[config.mk]
export PLATFORM = sky130hd
export DESIGN_NAME = mandelbrot_iter
export DESIGN_NICKNAME = d
export VERILOG_FILES = /design/src/rtl/mandelbrot_pkg.sv /design/src/rtl/mandelbrot_step.sv /design/src/rtl/mandelbrot_iter.sv
export SDC_FILE = /design/constraint.sdc
export NUM_CORES = 2
export LEC_CHECK = 0
export BUFFER_PORTS_ARGS = -buffer_cell sky130_fd_sc_hd__buf_2
export CORE_MARGIN = 1
export CORE_UTILIZATION = 55
export CTS_CLUSTER_DIAMETER = 150
export DETAILED_ROUTE_END_ITERATION = 8
export HOLD_SLACK_MARGIN = 0.12
export MAX_ROUTING_LAYER = met4
export PLACE_DENSITY = 0.8
export SYNTH_ARGS = -nofsm -noshare
export SYNTH_HDL_FRONTEND = slang
export SYNTH_SLANG_ARGS = --single-unit
export TNS_END_PERCENT = 50
[constraint.sdc]
create_clock -name i_clk -period 26.4 [get_ports i_clk]
set_input_delay 1.32 -clock i_clk [delete_from_list [all_inputs] [get_ports i_clk]]
set_output_delay 1.32 -clock i_clk [all_outputs]
set_load 0.05 [all_outputs]
[src/rtl/mandelbrot_pkg.sv]
// Shared constants, fixed-point helpers and FSM state type for the Mandelbrot engine.
package mandelbrot_pkg;

   localparam int DATA_W_DEF = 16;
   localparam int FRAC_DEF   = 12;
   localparam int ITER_W_DEF = 8;

   // |z|^2 escape threshold (4.0) at full product width plus one guard bit
   localparam logic [2*DATA_W_DEF:0] ESCAPE_R2 = (2*DATA_W_DEF+1)'(4) << (2*FRAC_DEF);

   localparam logic [DATA_W_DEF-1:0] ONE = DATA_W_DEF'(1) << FRAC_DEF;

   typedef enum logic [1:0] {
      IDLE = 2'd0,
      ITER = 2'd1,
      DONE = 2'd2
   } state_e;

endpackage

[src/rtl/mandelbrot_step.sv]
// One combinational z <- z^2 + c step plus the |z|^2 >= 4 escape test on the current z.
module mandelbrot_step
   import mandelbrot_pkg::*;
#(
   parameter int DATA_W = DATA_W_DEF,
   parameter int FRAC   = FRAC_DEF
) (
   input  logic signed [DATA_W-1:0] zr_i,
   input  logic signed [DATA_W-1:0] zi_i,
   input  logic signed [DATA_W-1:0] cr_i,
   input  logic signed [DATA_W-1:0] ci_i,
   output logic signed [DATA_W-1:0] next_zr_o,
   output logic signed [DATA_W-1:0] next_zi_o,
   output logic                     escape_o
);

   localparam logic signed [2*DATA_W:0] ESC_THRESH = (2*DATA_W+1)'(4) << (2*FRAC);

   logic signed [2*DATA_W-1:0] zr_w;
   logic signed [2*DATA_W-1:0] zi_w;
   logic signed [2*DATA_W-1:0] sq_r;
   logic signed [2*DATA_W-1:0] sq_i;
   logic signed [2*DATA_W-1:0] prod_ri;
   logic signed [2*DATA_W:0]   mag;
   logic signed [2*DATA_W:0]   diff;
   logic signed [2*DATA_W:0]   dbl;

   always_comb begin
      zr_w    = {{DATA_W{zr_i[DATA_W-1]}}, zr_i};
      zi_w    = {{DATA_W{zi_i[DATA_W-1]}}, zi_i};
      sq_r    = zr_w * zr_w;
      sq_i    = zi_w * zi_w;
      prod_ri = zr_w * zi_w;
      // One guard bit keeps the sum, difference and doubling exact
      mag     = {sq_r[2*DATA_W-1], sq_r} + {sq_i[2*DATA_W-1], sq_i};
      diff    = {sq_r[2*DATA_W-1], sq_r} - {sq_i[2*DATA_W-1], sq_i};
      dbl     = {prod_ri, 1'b0};
   end

   // Floor shift back to the Q format, then wrap to DATA_W before adding c
   assign next_zr_o = DATA_W'(diff >>> FRAC) + cr_i;
   assign next_zi_o = DATA_W'(dbl >>> FRAC) + ci_i;
   assign escape_o  = (mag >= ESC_THRESH);

endmodule

[src/rtl/mandelbrot_iter.sv]
// Per-pixel Mandelbrot engine: accepts one point, iterates until escape or limit, holds result.
module mandelbrot_iter
   import mandelbrot_pkg::*;
#(
   parameter int DATA_W = DATA_W_DEF,
   parameter int FRAC   = FRAC_DEF,
   parameter int ITER_W = ITER_W_DEF
) (
   input  logic              i_clk,
   input  logic              i_rst,
   input  logic              i_valid,
   output logic              o_ready,
   input  logic [DATA_W-1:0] i_cr,
   input  logic [DATA_W-1:0] i_ci,
   input  logic [ITER_W-1:0] i_max_iter,
   output logic              o_valid,
   input  logic              i_ready,
   output logic [ITER_W-1:0] o_iter,
   output logic              o_escaped,
   output logic              o_busy
);

   // Handshake: a transfer happens on a rising edge where valid and ready are
   // both high; o_ready is high only in IDLE, o_valid only in DONE, and the
   // DONE->IDLE edge never doubles as an accept.

   state_e state_q, state_d;

   logic signed [DATA_W-1:0] cr_q, cr_d;
   logic signed [DATA_W-1:0] ci_q, ci_d;
   logic signed [DATA_W-1:0] zr_q, zr_d;
   logic signed [DATA_W-1:0] zi_q, zi_d;
   logic [ITER_W-1:0]        max_q, max_d;
   logic [ITER_W-1:0]        n_q, n_d;
   logic                     esc_q, esc_d;

   logic signed [DATA_W-1:0] next_zr;
   logic signed [DATA_W-1:0] next_zi;
   logic                     step_escape;

   mandelbrot_step #(
      .DATA_W (DATA_W),
      .FRAC   (FRAC)
   ) u_step (
      .zr_i      (zr_q),
      .zi_i      (zi_q),
      .cr_i      (cr_q),
      .ci_i      (ci_q),
      .next_zr_o (next_zr),
      .next_zi_o (next_zi),
      .escape_o  (step_escape)
   );

   always_ff @(posedge i_clk) begin
      if (i_rst) begin
         state_q <= IDLE;
         cr_q    <= '0;
         ci_q    <= '0;
         zr_q    <= '0;
         zi_q    <= '0;
         max_q   <= '0;
         n_q     <= '0;
         esc_q   <= 1'b0;
      end else begin
         state_q <= state_d;
         cr_q    <= cr_d;
         ci_q    <= ci_d;
         zr_q    <= zr_d;
         zi_q    <= zi_d;
         max_q   <= max_d;
         n_q     <= n_d;
         esc_q   <= esc_d;
      end
   end

   always_comb begin
      state_d = state_q;
      cr_d    = cr_q;
      ci_d    = ci_q;
      zr_d    = zr_q;
      zi_d    = zi_q;
      max_d   = max_q;
      n_d     = n_q;
      esc_d   = esc_q;
      case (state_q)
         IDLE: begin
            if (i_valid) begin
               cr_d    = i_cr;
               ci_d    = i_ci;
               max_d   = i_max_iter;
               zr_d    = '0;
               zi_d    = '0;
               n_d     = '0;
               esc_d   = 1'b0;
               state_d = ITER;
            end
         end
         ITER: begin
            // Escape test wins over the limit test in the same cycle
            if (step_escape) begin
               esc_d   = 1'b1;
               state_d = DONE;
            end else if (n_q == max_q) begin
               esc_d   = 1'b0;
               state_d = DONE;
            end else begin
               zr_d = next_zr;
               zi_d = next_zi;
               n_d  = n_q + ITER_W'(1);
            end
         end
         DONE: begin
            if (i_ready) begin
               state_d = IDLE;
            end
         end
         default: state_d = IDLE;
      endcase
   end

   // The three status outputs are a one-hot view of the FSM state
   assign o_ready   = (state_q == IDLE);
   assign o_busy    = (state_q == ITER);
   assign o_valid   = (state_q == DONE);
   assign o_iter    = n_q;
   assign o_escaped = esc_q;

endmodule

==> metrics.txt <==
status=completed; # setup viols final=0; number of synthesized register bits=83; FP Rows=between 80 and 90; CP Capture Type=register; total gr overflow=0; final cell count without fillers=about 4500; PD cells=about 52 nW/um2; Max Cap Viol=0; layout cell share with drive strength beyond 1=0.0389; total power=approximately 1.8 mW; clock root buffer=clkbuf_16; Clock Skews=0.0127 ns; # nets final=~4800; switch share=0.559; worst slew pin tran=between 0.9 and 1 ns; CTS tree=built; Chip Height=245 um; # diodes=0; die width=245 um; minimum clock period=10.38 ns; Crit path largest cell delay=0.64 ns; total track usage=0.263; Final Max Tran Viols=0; Post-CTS Hold Fix Bufs=0; DRC violations left=0; Cells after DPL=between 4000 and 5000; # H-tree levels=3; Clock Path Buffers=2; DRT antenna net count=0; crit path buf inv count=7; clock tree sinks=83; First-pass DRT Iterations=5; R2R depth=34; most frequent cells in the layout=inv_1, fa_1, nand2_1, ha_1, nor2_1; vias per inst=~5.4; Critical Path Source Type=register; relative slew slack=0.352; NetSw=around 1 mW; I/O Pins=56; Achievable Freq=a little under 0.1 GHz; Most common cell on crit path=fa_1; Final Wtd Congestion=0.945; maximum fanout along the worst path=slightly above 60; Worst Hold Path Cells=2; initial core utilization=0.559; largest net degree at the start of global routing=80; Critical Path RT=around 27 ns; TNS Setup=0 ns; fill cell count=4959; port bufs=between 50 and 60; share of power burned in registers=0.104; Leak=between 15 and 20 nW; DP HPWL=about 59 mm; count of cell types in the netlist=74; Slowest-stage cell, CP=clkinv_1; cell-internal power=about 0.77 mW; Post-synth EDFFs=0; drt initial violations=about 1500; Logic pwr share=0.823; average wire per standard cell=between 15 and 20 um; drt total wl=around 72 mm; Core ar.=a little under 60000 um2; Clk pwr share=0.074; Layout area overhead=3.95%; FFs w/ async S/R, synth=0; cts bufs inserted=9; HP Class=reg2reg; maximum vdd drop=around 0.00014 V; CP delay by family, top=adder cells; Place WS=approximately 16 ns; Post-Syn Area=approximately 32000 um2; vias in the first global route=25197; Syn Inst Count=roughly 3700; Yosys warning count=0; die footprint=around 60000 um2; share of the cycle needed by the critical path after routing=0.393; RSZ-0062 raised after global routing=false; Post-Syn Nets=4799; final hold violations=0; antenna violations before repair=0; clock transition at the registers of the reported paths=0.07 ns; first-pass GRT wire length=roughly 120 mm; Synth Flop Type=dfxtp_1; post-CTS setup buffers=0; cts repair resizes=0; commonest non-fill, non-tap cell in the layout=inv_1; crit path setup slack, layout=around 16 ns; cell depth of the worst setup path=34; syn avg cell area=between 8 and 9 um2; Worst Path Arrival=10.58 ns; vias=about 24000; Crit Path Category=reg2reg; post-synthesis sequential area ratio=0.0512; Clock Latency Late Sink=about 0.36 ns
-- path summary, 6_finish.rpt --
kind,startpoint,to,slack [ns]
worst max-delay path,zr_q[15]$_SDFFE_PP0P_,zr_q[2]$_SDFFE_PP0P_,16.02
worst min-delay path,ci_q[9]$_SDFFE_PP0P_,ci_q[9]$_SDFFE_PP0P_,0.46
worst max register to register,zr_q[15]$_SDFFE_PP0P_,zr_q[2]$_SDFFE_PP0P_,16.02
worst min register to register,ci_q[9]$_SDFFE_PP0P_,ci_q[9]$_SDFFE_PP0P_,0.46
-- cells by family (layout without fill, tap and decap cells) --
family / count (synthesis) / after routing / share of synthesized area
buf+inv: 1110 / 1083 / 0.129
mux: 21 / 21 / 0.00659
compound gates: 354 / 354 / 0.0715
simple gates: 971 / 971 / 0.140
xor+xnor: 162 / 162 / 0.0446
flops: 83 / 83 / 0.0512
fa+ha+maj: 1027 / 1027 / 0.557
-- flip-flops by register name, indices dropped and copies added, names as in the netlist --
signal	count
state_q	2
ci_q	16
zr_q	16
cr_q	16
o_escaped	1
zi_q	16
max_q	8
o_iter	8
-- worst min-delay path, stage by stage, from the launching register on --
cell and delay (ns):
dfxtp_1 0.31, nand2_1 0.05, a21oi_1 0.05
-- metal layers --
layer | track usage | share of wire | up-vias
met5 | - | 0 | -
met4 | 0.0840 | 0.038 | 0
met3 | 0.0305 | 0.069 | 119
met2 | 0.431 | 0.48 | 806
met1 | 0.343 | 0.41 | 11951
li1 | - | - | 11068
-- cell usage after synthesis, types with 6 or more instances --
cell,instances,share of area
nand2b_1,42,0.0081
nor3_1,32,0.0049
o21ai_0,44,0.0068
o21bai_1,13,0.0030
a21oi_1,145,0.022
and3_1,15,0.0029
dfxtp_1,83,0.051
a31o_2,7,0.0019
or2_2,9,0.0017
nand2_1,407,0.047
or3_1,10,0.0019
fa_1,696,0.43
and2_1,174,0.034
clkbuf_1,126,0.015
mux2i_1,18,0.0056
inv_1,967,0.11
nand4_1,11,0.0021
nand3_1,44,0.0068
ha_1,331,0.13
o211ai_1,9,0.0021
a31oi_1,15,0.0029
a211oi_1,14,0.0032
nor2_1,181,0.021
a21o_1,27,0.0062
nor4_1,6,0.0012
o31ai_1,7,0.0016
xnor2_1,125,0.034
o21a_1,22,0.0051
xor2_1,35,0.0094
a311oi_1,6,0.0016
nor2b_1,23,0.0044
-- stage by stage --
step                cell area (um2)  utilization  hold WS (ns)
floorplan                     32400            -         0.441
global placement              33400        0.576         0.449
detailed placement            33400        0.576         0.454
CTS                           33700        0.581         0.463
global route                  33700        0.581         0.483
finish                        33700        0.581         0.461
-- final cells by class --
type | count | area, um2 | area share
sequential | 83 | 1660 | 0.0493
multi-input combinational | 2535 | 26600 | 0.788
clock buffer | 11 | 253 | 0.00749
tap | 765 | 957 | 0.0284
clock inverter | 5 | 42.5 | 0.00126
inverter | 972 | 3650 | 0.108
timing repair buffer | 95 | 576 | 0.0171
-- power groups by stage --
stage | logic (mW) | registers [mW] | clock network [mW]
6_report | 1.44 | 0.182 | 0.129
5_1_grt | 1.59 | 0.184 | 0.134
4_1_cts | 1.42 | 0.181 | 0.129
3_5_place_dp | 1.41 | 0.183 | 0
3_3_place_gp | 1.39 | 0.182 | 0
2_1_floorplan | 1.09 | 0.170 | 0
(Power assumes the default switching activity.)
